### src/rtl/nvme_pcie_arb_pkg.sv
// Shared types and helpers for the NVMe PCIe master request arbiter.
package nvme_pcie_arb_pkg;

    // Arbiter sequencing states; one transaction is in flight from ISSUE to RESP.
    typedef enum logic [1:0] {
        IDLE  = 2'd0,
        ISSUE = 2'd1,
        WAIT  = 2'd2,
        RESP  = 2'd3
    } arb_state_t;

    // Completion timeout used when the instantiating code does not override it.
    localparam int DEFAULT_TIMEOUT_CYCLES = 4096;

    // Width of a requester index; never narrower than one bit.
    function automatic int idx_width(input int n);
        return (n <= 2) ? 1 : $clog2(n);
    endfunction

endpackage

### src/rtl/nvme_pcie_master_arb_if.sv
// Pulse-style write/read bus between the arbiter and the NVMe PCIe master.
//
// Handshake: the master raises pcie_write or pcie_read for exactly one cycle
// with the address (and write data) valid that cycle and held until the next
// issue. The slave answers later with a one-cycle pcie_wdone / pcie_rdone;
// pcie_werror / pcie_rerror and pcie_rdata are only meaningful in that cycle.
// There is no ready signal: at most one transaction is outstanding.
interface nvme_pcie_master_arb_if;
    logic        pcie_write;
    logic [31:0] pcie_waddr;
    logic [31:0] pcie_wdata;
    logic        pcie_wdone;
    logic        pcie_werror;
    logic        pcie_read;
    logic [31:0] pcie_raddr;
    logic [31:0] pcie_rdata;
    logic        pcie_rdone;
    logic        pcie_rerror;

    modport master (
        output pcie_write, pcie_waddr, pcie_wdata, pcie_read, pcie_raddr,
        input  pcie_wdone, pcie_werror, pcie_rdata, pcie_rdone, pcie_rerror
    );

    modport slave (
        input  pcie_write, pcie_waddr, pcie_wdata, pcie_read, pcie_raddr,
        output pcie_wdone, pcie_werror, pcie_rdata, pcie_rdone, pcie_rerror
    );
endinterface

### src/rtl/nvme_pcie_master_arb_rr.sv
// Combinational round-robin pick: lowest requesting index at or after ptr, wrapping.
module nvme_rr_arbiter
    import nvme_pcie_arb_pkg::*;
#(
    parameter int NUM_REQ = 3,
    parameter int IDX_W   = idx_width(NUM_REQ)
) (
    input  logic [NUM_REQ-1:0] req,
    input  logic [IDX_W-1:0]   ptr,
    output logic               any,
    output logic [NUM_REQ-1:0] grant,
    output logic [IDX_W-1:0]   idx
);

    // Walk offsets from farthest to nearest so the nearest requester overwrites.
    always_comb begin
        any   = |req;
        grant = '0;
        idx   = '0;
        for (int off = NUM_REQ - 1; off >= 0; off--) begin
            for (int j = 0; j < NUM_REQ; j++) begin
                if (req[j] && (j == (int'(ptr) + off) % NUM_REQ)) begin
                    grant    = '0;
                    grant[j] = 1'b1;
                    idx      = IDX_W'(j);
                end
            end
        end
    end

endmodule

### src/rtl/nvme_pcie_master_arb.sv
// Serialises admin doorbell, I/O doorbell and register accesses onto the
// single-outstanding PCIe master bus with round-robin fairness and a timeout.
module nvme_pcie_master_arb
    import nvme_pcie_arb_pkg::*;
#(
    parameter int NUM_REQ        = 3,
    parameter int ADDR_BITS      = 32,
    parameter int TIMEOUT_CYCLES = DEFAULT_TIMEOUT_CYCLES
) (
    input  logic                          axi_aclk,
    input  logic                          axi_aresetn,
    input  logic [NUM_REQ-1:0]            req_valid,
    input  logic [NUM_REQ-1:0]            req_write,
    input  logic [NUM_REQ*ADDR_BITS-1:0]  req_addr,
    input  logic [NUM_REQ*32-1:0]         req_wdata,
    output logic [NUM_REQ-1:0]            rsp_done,
    output logic [31:0]                   rsp_rdata,
    output logic                          rsp_error,
    output logic                          rsp_timeout,
    output logic                          busy,
    output arb_state_t                    dbg_state,
    nvme_pcie_master_arb_if.master        pcie
);

    localparam int IDX_W = idx_width(NUM_REQ);
    localparam int CNT_W = (TIMEOUT_CYCLES > 0) ? $clog2(TIMEOUT_CYCLES + 1) : 1;
    localparam bit TO_EN = (TIMEOUT_CYCLES != 0);
    localparam logic [CNT_W-1:0] CNT_LIMIT = CNT_W'((TIMEOUT_CYCLES > 0) ? TIMEOUT_CYCLES - 1 : 0);
    localparam logic [CNT_W-1:0] CNT_MAX   = '1;

    arb_state_t          state, next_state;
    logic [IDX_W-1:0]    win_idx, d_win_idx, ptr, d_ptr, arb_idx;
    logic                win_write, d_win_write;
    logic [CNT_W-1:0]    cnt, d_cnt;
    logic [NUM_REQ-1:0]  arb_grant;
    logic                arb_any;
    logic [31:0]         sel_addr, sel_wdata;
    logic                sel_write, wait_done, wait_err, timeout_hit;
    logic                d_pcie_write, d_pcie_read, d_rsp_error, d_rsp_timeout, d_busy;
    logic [31:0]         d_waddr, d_wdata, d_raddr, d_rsp_rdata;
    logic [NUM_REQ-1:0]  d_rsp_done;

    nvme_rr_arbiter #(.NUM_REQ(NUM_REQ), .IDX_W(IDX_W)) u_rr (
        .req   (req_valid),
        .ptr   (ptr),
        .any   (arb_any),
        .grant (arb_grant),
        .idx   (arb_idx)
    );

    assign dbg_state = state;
    assign sel_write = |(req_write & arb_grant);

    // Only the completion matching the in-flight direction counts.
    assign wait_done   = win_write ? pcie.pcie_wdone  : pcie.pcie_rdone;
    assign wait_err    = win_write ? pcie.pcie_werror : pcie.pcie_rerror;
    assign timeout_hit = TO_EN && (cnt == CNT_LIMIT);

    // Mux the granted requester's address (zero-extended) and write data.
    always_comb begin
        sel_addr  = '0;
        sel_wdata = '0;
        for (int i = 0; i < NUM_REQ; i++) begin
            if (arb_grant[i]) begin
                sel_addr  = 32'(req_addr[i*ADDR_BITS +: ADDR_BITS]);
                sel_wdata = req_wdata[i*32 +: 32];
            end
        end
    end

    // State register.
    always_ff @(posedge axi_aclk or negedge axi_aresetn) begin
        if (!axi_aresetn) state <= IDLE;
        else              state <= next_state;
    end

    // Next-state decode; a done beats a timeout landing in the same cycle.
    always_comb begin
        next_state = state;
        case (state)
            IDLE:  if (arb_any) next_state = ISSUE;
            ISSUE: next_state = WAIT;
            WAIT:  if (wait_done || timeout_hit) next_state = RESP;
            RESP:  next_state = IDLE;
            default: next_state = IDLE;
        endcase
    end

    // Next values of every registered output, latch and counter.
    always_comb begin
        d_win_idx     = win_idx;
        d_win_write   = win_write;
        d_ptr         = ptr;
        d_cnt         = cnt;
        d_pcie_write  = 1'b0;
        d_pcie_read   = 1'b0;
        d_waddr       = pcie.pcie_waddr;
        d_wdata       = pcie.pcie_wdata;
        d_raddr       = pcie.pcie_raddr;
        d_rsp_done    = '0;
        d_rsp_rdata   = '0;
        d_rsp_error   = 1'b0;
        d_rsp_timeout = 1'b0;
        d_busy        = (next_state != IDLE);
        case (state)
            IDLE: begin
                if (arb_any) begin
                    d_win_idx   = arb_idx;
                    d_win_write = sel_write;
                    if (sel_write) begin
                        d_pcie_write = 1'b1;
                        d_waddr      = sel_addr;
                        d_wdata      = sel_wdata;
                    end else begin
                        d_pcie_read  = 1'b1;
                        d_raddr      = sel_addr;
                    end
                end
            end
            ISSUE: d_cnt = '0;
            WAIT: begin
                if (wait_done) begin
                    d_rsp_done  = NUM_REQ'(1) << win_idx;
                    d_rsp_rdata = win_write ? 32'h0 : pcie.pcie_rdata;
                    d_rsp_error = wait_err;
                end else if (timeout_hit) begin
                    d_rsp_done    = NUM_REQ'(1) << win_idx;
                    d_rsp_error   = 1'b1;
                    d_rsp_timeout = 1'b1;
                end else if (cnt != CNT_MAX) begin
                    d_cnt = cnt + CNT_W'(1);
                end
            end
            RESP: d_ptr = (int'(win_idx) == NUM_REQ - 1) ? '0 : win_idx + IDX_W'(1);
            default: ;
        endcase
    end

    // Output and datapath registers; reset also kills any in-flight pulse.
    always_ff @(posedge axi_aclk or negedge axi_aresetn) begin
        if (!axi_aresetn) begin
            win_idx         <= '0;
            win_write       <= 1'b0;
            ptr             <= '0;
            cnt             <= '0;
            pcie.pcie_write <= 1'b0;
            pcie.pcie_read  <= 1'b0;
            pcie.pcie_waddr <= '0;
            pcie.pcie_wdata <= '0;
            pcie.pcie_raddr <= '0;
            rsp_done        <= '0;
            rsp_rdata       <= '0;
            rsp_error       <= 1'b0;
            rsp_timeout     <= 1'b0;
            busy            <= 1'b0;
        end else begin
            win_idx         <= d_win_idx;
            win_write       <= d_win_write;
            ptr             <= d_ptr;
            cnt             <= d_cnt;
            pcie.pcie_write <= d_pcie_write;
            pcie.pcie_read  <= d_pcie_read;
            pcie.pcie_waddr <= d_waddr;
            pcie.pcie_wdata <= d_wdata;
            pcie.pcie_raddr <= d_raddr;
            rsp_done        <= d_rsp_done;
            rsp_rdata       <= d_rsp_rdata;
            rsp_error       <= d_rsp_error;
            rsp_timeout     <= d_rsp_timeout;
            busy            <= d_busy;
        end
    end

endmodule

### src/flat_wrapper.sv
// flat-port wrapper written by rule: the top's interface ports become plain ports
module nvme_pcie_master_arb_flat import nvme_pcie_arb_pkg::*;
#(
    parameter int NUM_REQ        = 3,
    parameter int ADDR_BITS      = 32,
    parameter int TIMEOUT_CYCLES = DEFAULT_TIMEOUT_CYCLES
)
  (axi_aclk, axi_aresetn, req_valid, req_write, req_addr, req_wdata, rsp_done, rsp_rdata, rsp_error, rsp_timeout, busy, dbg_state, pcie_pcie_write, pcie_pcie_waddr, pcie_pcie_wdata, pcie_pcie_read, pcie_pcie_raddr, pcie_pcie_wdone, pcie_pcie_werror, pcie_pcie_rdata, pcie_pcie_rdone, pcie_pcie_rerror);
  nvme_pcie_master_arb_if pcie_i ();
  input  logic axi_aclk;
  input  logic axi_aresetn;
  input  logic [NUM_REQ-1:0] req_valid;
  input  logic [NUM_REQ-1:0] req_write;
  input  logic [NUM_REQ*ADDR_BITS-1:0] req_addr;
  input  logic [NUM_REQ*32-1:0] req_wdata;
  output logic [NUM_REQ-1:0] rsp_done;
  output logic [31:0] rsp_rdata;
  output logic rsp_error;
  output logic rsp_timeout;
  output logic busy;
  output arb_state_t dbg_state;
  output wire logic [$bits(pcie_i.pcie_write)-1:0] pcie_pcie_write;
  output wire logic [$bits(pcie_i.pcie_waddr)-1:0] pcie_pcie_waddr;
  output wire logic [$bits(pcie_i.pcie_wdata)-1:0] pcie_pcie_wdata;
  output wire logic [$bits(pcie_i.pcie_read)-1:0] pcie_pcie_read;
  output wire logic [$bits(pcie_i.pcie_raddr)-1:0] pcie_pcie_raddr;
  input wire logic [$bits(pcie_i.pcie_wdone)-1:0] pcie_pcie_wdone;
  input wire logic [$bits(pcie_i.pcie_werror)-1:0] pcie_pcie_werror;
  input wire logic [$bits(pcie_i.pcie_rdata)-1:0] pcie_pcie_rdata;
  input wire logic [$bits(pcie_i.pcie_rdone)-1:0] pcie_pcie_rdone;
  input wire logic [$bits(pcie_i.pcie_rerror)-1:0] pcie_pcie_rerror;
  assign pcie_pcie_write = pcie_i.pcie_write;
  assign pcie_pcie_waddr = pcie_i.pcie_waddr;
  assign pcie_pcie_wdata = pcie_i.pcie_wdata;
  assign pcie_pcie_read = pcie_i.pcie_read;
  assign pcie_pcie_raddr = pcie_i.pcie_raddr;
  assign pcie_i.pcie_wdone = pcie_pcie_wdone;
  assign pcie_i.pcie_werror = pcie_pcie_werror;
  assign pcie_i.pcie_rdata = pcie_pcie_rdata;
  assign pcie_i.pcie_rdone = pcie_pcie_rdone;
  assign pcie_i.pcie_rerror = pcie_pcie_rerror;
  nvme_pcie_master_arb #(.NUM_REQ(NUM_REQ), .ADDR_BITS(ADDR_BITS), .TIMEOUT_CYCLES(TIMEOUT_CYCLES)) u_core (.axi_aclk(axi_aclk), .axi_aresetn(axi_aresetn), .req_valid(req_valid), .req_write(req_write), .req_addr(req_addr), .req_wdata(req_wdata), .rsp_done(rsp_done), .rsp_rdata(rsp_rdata), .rsp_error(rsp_error), .rsp_timeout(rsp_timeout), .busy(busy), .dbg_state(dbg_state), .pcie(pcie_i));
endmodule
### config.mk
export PLATFORM = sky130hd
export DESIGN_NAME = nvme_pcie_master_arb_flat
export DESIGN_NICKNAME = d
export VERILOG_FILES = /design/src/rtl/nvme_pcie_arb_pkg.sv /design/src/rtl/nvme_pcie_master_arb_if.sv /design/src/rtl/nvme_pcie_master_arb_rr.sv /design/src/rtl/nvme_pcie_master_arb.sv /design/src/flat_wrapper.sv
export SDC_FILE = /design/constraint.sdc
export NUM_CORES = 1
export LEC_CHECK = 0
export ABC_AREA = 0
export CORE_ASPECT_RATIO = 0.8
export CORE_MARGIN = 3
export CORE_UTILIZATION = 37
export CTS_BUF_LIST = sky130_fd_sc_hd__clkbuf_8
export DETAILED_ROUTE_END_ITERATION = 10
export PLACE_DENSITY = 0.79
export SYNTH_ARGS = -nofsm -noshare
export SYNTH_HDL_FRONTEND = slang
export SYNTH_HIERARCHICAL = 1
export SYNTH_SLANG_ARGS = --single-unit
export TNS_END_PERCENT = 20
### constraint.sdc
create_clock -name axi_aclk -period 2.61 [get_ports axi_aclk]
set_input_delay 0.261 -clock axi_aclk [delete_from_list [all_inputs] [get_ports axi_aclk]]
set_output_delay 0.261 -clock axi_aclk [all_outputs]
set_load 0.02 [all_outputs]
* Word-level counts from Yosys, hierarchy flattened
Index checks and enable logic that the tools add are counted.
** Word-level totals
- Bits in registers :: 156
- Output and inout port bits :: 138
- Word-level logic and storage cells :: 112
** Cells by class
- $add $sub $neg :: 4
- Div/mod/pow operators :: 3
- Equality and inequality tests :: 15
- Shift operators :: 1
- Mux-type cells :: 50
- Bitwise logic cells :: 2
- Reductions and logical operators :: 22
** Operator list (count)
- $mux W32 :: 9
- $eq A2 B32 Y1 const A :: 3
- $eq A3 B32 Y1 const A :: 3
- $logic_not A32 Y1 :: 3
- $mod A32 B3 Y32 const B :: 2
- $mux W13 :: 3
- $mux W3 :: 11
- $mod A3 B3 Y32 const B :: 1
- $pmux W13 S2 :: 1
- $mux W2 :: 10
- $mux W1 :: 15
- $add A13 B1 Y13 const B :: 1
- $eq A13 B12 Y1 const B :: 1
- $ne A13 B13 Y1 const B :: 1
- $logic_and A1 B1 Y1 :: 9
- $pmux W2 S4 :: 1
- $eq A2 B2 Y1 const B :: 3
- $reduce_and A3 Y1 :: 2
- $reduce_or A3 Y1 :: 2
- $ne A2 B2 Y1 const B :: 2
- $reduce_and A4 Y1 :: 1
- $reduce_bool A2 Y1 :: 2
- $add A2 B1 Y3 const B :: 1
- $add A2 B2 Y3 const B :: 1
- other kinds (9) :: 9

* Logic depth before layout (Yosys ltp)
Gate-level depths: netlist of run 1.
- Depth after elaboration :: 18
- Gate-level depth with buffers :: 10
- Mapped depth without buffers :: 8

* By module
The synthesis of run 1 kept the hierarchy.
** By module, submodules not included
- nvme_pcie_master_arb :: instances 1, cells each 621, area each 7079.3 µm², sequential area each 3903.7 µm²
- nvme_rr_arbiter :: instances 1, cells each 18, area each 143.9 µm², sequential area each 0.0 µm²

* Worst setup path after synthesis of run 1
Ideal clock, no wire load.
- Kind :: register -> register
- Start point :: register u_core.ptr[0]
- End point :: register u_core.pcie.pcie_waddr[10]
- Setup time :: 0.125 ns
- Arrival time :: 2.507 ns
- Slack :: -0.022 ns
- Stages on the path, launching flop included :: 11
- Period minus slack after synthesis :: 2.632 ns
- Path through :: dfrtp_1 -> inv_1 -> ha_1 -> and2_1 -> o41ai_2 -> buf_2 -> a222oi_1 -> nor2_1 -> clkbuf_1 -> buf_2 -> mux2_2
** On the way
- Elaborated cells on any way between the ends :: 38
- Classes of those cells :: add/sub: 2; div: 3; eq/ne: 6; mux: 12; bitwise: 1; reduce/logical: 14
** RTL lines
- start, declared :: RTL line nvme_pcie_master_arb.sv:32 : logic [IDX_W-1:0] win_idx, d_win_idx, ptr, d_ptr, arb_idx;
- start signal, assigned :: RTL line nvme_pcie_master_arb.sv:159 : ptr <= d_ptr;
- $add A2 B2 Y3 :: RTL line nvme_pcie_master_arb_rr.sv:22 : if (req[j] && (j == (int'(ptr) + off) % NUM_REQ)) begin
- $mod A32 B3 Y32 :: RTL line nvme_pcie_master_arb_rr.sv:22
- $eq A3 B32 Y1 :: RTL line nvme_pcie_master_arb_rr.sv:22
- $logic_and A1 B1 Y1 :: RTL line nvme_pcie_master_arb_rr.sv:22
- $mux W3 (6 in a row) :: RTL line nvme_pcie_master_arb_rr.sv:22
- $mux W3 (*) :: RTL line nvme_pcie_master_arb_rr.sv:22
- net u_core.arb_grant[2] :: RTL line nvme_pcie_master_arb.sv:35 : logic [NUM_REQ-1:0] arb_grant;
- $and A3 B3 Y3 :: RTL line nvme_pcie_master_arb.sv:52 : assign sel_write = |(req_write & arb_grant);
- $reduce_or A3 Y1 :: RTL line nvme_pcie_master_arb.sv:52
- $reduce_and A3 Y1 (no line)
- end signal, assigned :: RTL line nvme_pcie_master_arb.sv:163 : pcie.pcie_waddr <= d_waddr;
- end, declared :: RTL line nvme_pcie_master_arb_if.sv:21 : output pcie_write, pcie_waddr, pcie_wdata, pcie_read, pcie_raddr,
Mark *: on every way through the listed nets, which the timed path passes. The rest lies on a longest branch.
A chain may end at the register's enable or synchronous reset.

* Final worst setup path of run 1
- Start point :: register u_core.ptr[0]
- End point :: register u_core.pcie.pcie_waddr[12]
** On the way
- Elaborated cells on any way between the ends :: 38
- Classes of those cells :: add/sub: 2; div: 3; eq/ne: 6; mux: 12; bitwise: 1; reduce/logical: 14
** RTL lines (RTL line)
- $add A2 B2 Y3 :: nvme_pcie_master_arb_rr.sv:22
- $mod A32 B3 Y32 :: nvme_pcie_master_arb_rr.sv:22
- $eq A2 B32 Y1 :: nvme_pcie_master_arb_rr.sv:22
- $logic_and A1 B1 Y1 :: nvme_pcie_master_arb_rr.sv:22
- $mux W3 (7 in a row) :: nvme_pcie_master_arb_rr.sv:22
- $mux W3 (*) :: nvme_pcie_master_arb_rr.sv:22
- net u_core.arb_grant[1] :: nvme_pcie_master_arb.sv:35
- $and A3 B3 Y3 :: nvme_pcie_master_arb.sv:52
- $reduce_or A3 Y1 :: nvme_pcie_master_arb.sv:52
- $reduce_and A3 Y1 (no line)
Marks and branches as above.

==> out/metrics.yaml, run 1 <==
outcome:
  status: "completed"
timing:
  setup_viol: 0
  post-route-min-period_ns: 2.492
  finalMaxSlewViolations: 0
  maxSlewHeadroom: 0.5784
  max_freq_mhz: 401.2
  skew_ns: 0.01183
  grt_setup_unrepaired: "no"
  period_share: 0.9549
  hold_violations: 0
  worstMarginPinSlew_ns: 0.6164
  setup_tns_ns: 0
  fin_ws_ns: 0.1176
synth:
  syn_area_per_cell_um2: 11.30
  yosysWarnings: 6
  synth_top_cell_area_share: 0.5404
  synth_fp_nets: 884
  synth.most_common_cell: "dfrtp_1"
  async_flop_share: 1.000
  synth_flop_cell: "dfrtp_1"
  synth_area_leaders: "dfrtp_1 54%, mux2_2 16%, a22oi_1 6.4%"
  yosys.area.top_type: "dfrtp_1"
  ys_ff_latch: 156
  syn-cell-area_um2: 7223
  ys_seq_area_frac: 0.5404
  synth_commonest_cells: "156 x dfrtp_1, 100 x mux2_2, 82 x nand2_1, 69 x o21ai_0, 62 x a22oi_1"
  synth.distinct_cells: 45
  synth_cells: 639
  synth_edf_count: 0
cts:
  clockBufferDepth: 2
  cts_tree: "built"
  htreeDepth: 4
  clk_latency_ns: 0.44
  cts_root_buffer: "clkbuf_8"
  cts.clk_slew.worst_paths_ns: 0.09
  postCtsSetupRepairBufs: 0
  cts.sinks: 156
  cts_buffers: 17
critical_path:
  path_buf_inv: 3
  crit_family: "compound AO/OA/AOI/OAI gates"
  slowest_stage: "dfrtp_1"
  slowest_delay_ns: 0.38
  worst-setup-path-type: "register to register"
  arrival_ns: 2.87
  end_kind: "register"
  crit_path_start_kind: "register"
  crit_fanout: 37
  cp.required_ns: 2.99
  worstPathCellList: "inv_1, ha_4, o21ba_2, o211a_2, buf_12, nor2b_4, buf_12, a22oi_1, o21ai_0, mux2_2"
  critPathMostFrequentCell: "buf_12"
routing:
  routed_wl_um: 23820
  drcViolationCount: 0
  wl_per_cell_um: 18.49
  dr.pass1.iters: 5
  routed_via_density: 4.981
  vias: 6415
  final_antenna_net_count: 0
  drt_iter0_markers: 484
final_layout:
  final_nets: 1261
  area_growth_pct: 65.56
  drive_gt1_frac: 0.1681
  final_area_um2: 11960
  final_util: 0.6265
  fillers: 1552
placement:
  place_area_um2: 11470
  hpwl_um: 18110
  dp_slack_ns: -0.08013
  port-buffer-count: 373
  gp_congestion: 0.8700
floorplanning:
  core_um2: 19090
  fp.dieW_um: 162.2
  fp.dieArea_um2: 21250
  start_util: 0.3784
  num_io_pins: 374
  die_y_um: 131.0
  fp-row-count: 45
global_routing:
  grt_max_degree: 87
  antenna_found_initial: 1
  grt_pass1_wl_um: 35710
  grt_usage: 0.2181
  grt_pass1_vias: 6451
  grt-ovfl-total: 0
pwr:
  ir_worst_vdd_v: 0.0005179
  power_mw: 12.76
  power.density_nw_per_um2: 1067
  power_leakage_nw: 5.019
job:
  maxCapViolCount: 0
min_path:
  hold_path_class: "input port to asynchronous set/reset pin"
==> worst paths after layout <==
path                                           start                                endpoint  slack (ns)  cells after the start
setup / recovery           u_core/ptr[0]$_DFFE_PN0N_  u_core/pcie.pcie_waddr[12]$_DFFE_PN0P_        0.12                     10
hold / removal                           axi_aresetn  u_core/pcie.pcie_wdata[28]$_DFFE_PN0P_        0.17                      2
setup reg to reg           u_core/ptr[0]$_DFFE_PN0N_  u_core/pcie.pcie_waddr[12]$_DFFE_PN0P_        0.12                     10
hold reg to reg            u_core/cnt[7]$_DFFE_PN0P_               u_core/cnt[7]$_DFFE_PN0P_        0.51                      1
max in group asynchronous                axi_aresetn   u_core/pcie.pcie_raddr[7]$_DFFE_PN0P_        1.79                      3
min in group axi_aclk            pcie_pcie_rdata[12]          u_core/rsp_rdata[12]$_DFF_PN0_        0.36                      2
==> sequential cells by signal, summed over array words and instances, names as in the netlist <==
name / flops
u_core/ptr: 2
u_core/rsp_error: 1
u_core/pcie.pcie_read: 1
u_core/dbg_state: 2
u_core/rsp_rdata: 32
u_core/pcie.pcie_wdata: 32
u_core/pcie.pcie_write: 1
u_core/busy: 1
u_core/cnt: 13
u_core/pcie.pcie_raddr: 32
u_core/win_idx: 2
u_core/win_write: 1
u_core/rsp_timeout: 1
u_core/pcie.pcie_waddr: 32
u_core/rsp_done: 3
==> layer usage <==
metal | vias up | track usage | wire length [um]
li1 | 3060 | - | -
met1 | 3075 | 0.2622 | 9444
met2 | 250 | 0.3673 | 11700
met3 | 30 | 0.08856 | 2267
met4 | 0 | 0.05918 | 413
met5 | - | 0 | 0
==> timing repair <==
item	4_1_cts	5_1_grt
endpoints found under the hold margin	156	0
endpoints found under the setup margin	3	30
gates cloned	0	1
hold buffers	1	0
resized for setup	2	8
pin swaps	0	2
==> layout make-up <==
cell class,instances,area [um^2],area share
Clock inverter,14,182.7,0.01528
Sequential cell,156,3904,0.3264
Antenna cell,1,2.502,0.0002092
Multi-Input combinational cell,429,3142,0.2627
Clock buffer,18,247.7,0.02072
Tap cell,258,322.8,0.02699
Inverter,10,40.04,0.003348
Timing Repair Buffer,402,4118,0.3443
==> cell usage in the layout, fill, tap and decap left out, types with 5 or more instances in the layout <==
| master | instances |
|---|---|
| buf_4 | 15 |
| clkbuf_8 | 18 |
| nand2_1 | 82 |
| mux2_2 | 100 |
| buf_12 | 11 |
| ha_1 | 8 |
| nor2_1 | 6 |
| and2_1 | 34 |
| inv_1 | 9 |
| a21oi_1 | 5 |
| o21ai_1 | 5 |
| o21ai_0 | 64 |
| mux2i_1 | 6 |
| dfrtp_1 | 156 |
| nand4_1 | 5 |
| nor3_1 | 6 |
| clkdlybuf4s50_1 | 372 |
| a22oi_1 | 62 |
==> logic make-up after synthesis <==
group	count (synthesis)	synth area share
muxes	107	0.1663
DFF	156	0.5404
and+or+nand+nor	159	0.1084
adders and majority gates	9	0.01559
AOI/OAI and AO/OA	154	0.1386
buffers and inverters	54	0.03066
==> metrics by stage <==
stage	hold WS, ns	instances
global placement	0.06495	1253
floorplan	-0.03459	639
detailed placement	0.06387	1253
global route	0.1433	1288
CTS	0.1398	1286
finish	0.1722	1288
==> power by group <==
part | switching, mW | internal, mW | leakage, nW | total (mW)
Combinational | 3.53 | 3.52 | 2.75 | 7.05
Sequential | 0.465 | 3.28 | 2.05 | 3.75
Clock | 0.968 | 0.994 | 0.218 | 1.96
Total | 4.96 | 7.80 | 5.02 | 12.8
(Power assumes the default switching activity.)
==> run 2: changes to the inputs <==
Settings changed: CTS_CLUSTER_DIAMETER from default to 200.
==> results of run 2 <==
The final DEF is identical to that of run 1; final timing and power are the same.
==> run 3: changes to the inputs <==
Settings changed: PLACE_DENSITY 0.79 to 0.9.
==> out/metrics.yaml, run 3 (synthesis gave the netlist of run 1 again) <==
placement:
  dp_slack_ns: 0.02259  # +0.1027 ns
  gp_congestion: 0.8679  # -0.24%
  port-buffer-count: 373  # unchanged
  hpwl_um: 18110  # about the same
floorplanning:
  die_y_um: 131.0  # unchanged
  core_um2: 19090  # unchanged
  start_util: 0.3784  # unchanged
  fp.dieW_um: 162.2  # unchanged
  num_io_pins: 374  # unchanged
  fp.dieArea_um2: 21250  # unchanged
  fp-row-count: 45  # unchanged
timing:
  post-route-min-period_ns: 2.523  # +0.03071 ns
  whs_ns: 0.3297  # +0.1575 ns
  setup_viol: 0  # unchanged
  hold_violations: 0  # unchanged
  grt_setup_unrepaired: "yes"
  finalMaxSlewViolations: 0  # unchanged
  max_freq_mhz: 396.3  # -1.2%
  worstMarginPinSlew_ns: 0.5786  # -0.03779 ns
  fin_ws_ns: 0.08691  # -0.03071 ns
  period_share: 0.9667  # +0.01176
  setup_tns_ns: 0  # unchanged
  maxSlewHeadroom: 0.6043  # +0.02585
  skew_ns: 0.01710  # +0.005263 ns
routing:
  vias: 6535  # +1.9%
  drt_iter0_markers: 386  # -20%
  wl_per_cell_um: 18.33  # -0.88%
  routed_wl_um: 23630  # -0.81%
  dr.pass1.iters: 5  # unchanged
  final_antenna_net_count: 0  # unchanged
  routed_via_density: 5.070  # +1.8%
  drcViolationCount: 0  # unchanged
cts:
  cts.sinks: 156  # unchanged
  cts.clk_slew.worst_paths_ns: 0.10  # about the same
  cts_buffers: 17  # unchanged
  htreeDepth: 4  # unchanged
  cts_root_buffer: "clkbuf_8"
  clk_latency_ns: 0.44  # about the same
  clockBufferDepth: 2  # unchanged
  cts_tree: "built"
pwr:
  ir_worst_vdd_v: 0.0004595  # -11%
  power_leakage_nw: 5.007  # -0.24%
  power.density_nw_per_um2: 1059  # -0.72%
critical_path:
  arrival_ns: 2.92  # +0.05 ns
  crit_path_start_kind: "register"
  rrSetupSlack_ns: 0.09  # -0.03 ns
  worst-setup-path-type: "register to register"
  cp.required_ns: 3.00  # about the same
  end_kind: "register"
  r2r_cells: 10  # unchanged
  r2r-start: "u_core/ptr[0]$_DFFE_PN0N_"
  r2r_end: "u_core/pcie.pcie_wdata[2]$_DFFE_PN0P_"
  crit_fanout: 34  # -8.1%
global_routing:
  grt_pass1_wl_um: 35070  # -1.8%
  grt_max_degree: 65  # -25%
  grt_pass1_vias: 6584  # +2.1%
  antenna_found_initial: 2  # +1
  grt-ovfl-total: 0  # unchanged
  grt_usage: 0.2132  # -0.004883
min_path:
  hold_path_class: "input port to asynchronous set/reset pin"
final_layout:
  mostFrequentLayoutCells: "372 x clkdlybuf4s50_1, 156 x dfrtp_1, 99 x mux2_2"
  drive_gt1_frac: 0.1710  # +0.002915
  final_util: 0.6256  # -0.0009840
  final_common_cell: "clkdlybuf4s50_1"
  final_nets: 1261  # unchanged
  area_growth_pct: 65.30
job:
  maxCapViolCount: 0  # unchanged
outcome:
  status: "completed"
-- run 3: area by class of cell --
class,instances,area [um^2]
clock buffers,19,261.5
clock inverters,13,155.1
diodes,2,5.005
fillers,1461,7147
multi-input cells,429,3158
well taps,258,322.8
repair buffers,402,4096
inverters,10,37.54
flip-flops and latches,156,3904
-- run 3: stage by stage --
| stage | cell area, um^2 | std cells | power (mW) |
|---|---|---|---|
| 2_1_floorplan | 7224 | 639 | 7.401 |
| 3_3_place_gp | 11420 | 1251 | 10.43 |
| 3_5_place_dp | 11420 | 1251 | 10.64 |
| 4_1_cts | 11840 | 1284 | 12.58 |
| 5_1_grt | 11940 | 1289 | 13.40 |
| 6_report | 11940 | 1289 | 12.65 |
-- run 3: per-layer routing --
| layer | vias up | GRT usage | wire length [um] |
|---|---|---|---|
| li1 | 3055 | - | - |
| met1 | 3166 | 0.2442 | 9102 |
| met2 | 279 | 0.3675 | 12010 |
| met3 | 35 | 0.07910 | 2001 |
| met4 | 0 | 0.08275 | 517 |
| met5 | - | 0 | 0 |
-- run 3: how the worst max path moves through the flow --
stage	start	end	slack, ns
finish	u_core/ptr[0]$_DFFE_PN0N_	u_core/pcie.pcie_wdata[2]$_DFFE_PN0P_	0.09
global route	u_core/ptr[0]$_DFFE_PN0N_	u_core/pcie.pcie_wdata[2]$_DFFE_PN0P_	-0.04
CTS	u_core/ptr[0]$_DFFE_PN0N_	u_core/pcie.pcie_raddr[21]$_DFFE_PN0P_	0.01
detailed placement	req_valid[0]	u_core/pcie.pcie_raddr[21]$_DFFE_PN0P_	0.02
global placement	req_valid[0]	u_core/pcie.pcie_raddr[26]$_DFFE_PN0P_	0.09
floorplan	u_core/ptr[0]$_DFFE_PN0N_	u_core/pcie.pcie_waddr[10]$_DFFE_PN0P_	0.1
-- run 3: report_power, final --
group | leakage (nW) | switching [mW] | internal, mW
combinational | 2.74 | 3.50 | 3.49
sequential | 2.05 | 0.479 | 3.28
clock | 0.213 | 0.964 | 0.928
-- run 3: worst max-delay path, stage by stage, from the launching register on --
cell and delay, ns:
dfrtp_1 0.41, inv_2 0.08, ha_4 0.21, o21ba_2 0.20, o211a_4 0.25, buf_12 0.17, nor2b_4 0.15, buf_4 0.26
a22oi_1 0.10, o21ai_0 0.37, mux2_2 0.26
-- run 3: what timing repair did --
item,in CTS,in global routing
setup buffers,0,2
resized for setup,1,10
hold endpoints to repair,51,0
endpoints found under the setup margin,2,38
pin swaps,0,1
gates cloned,0,1
hold buffers,1,0
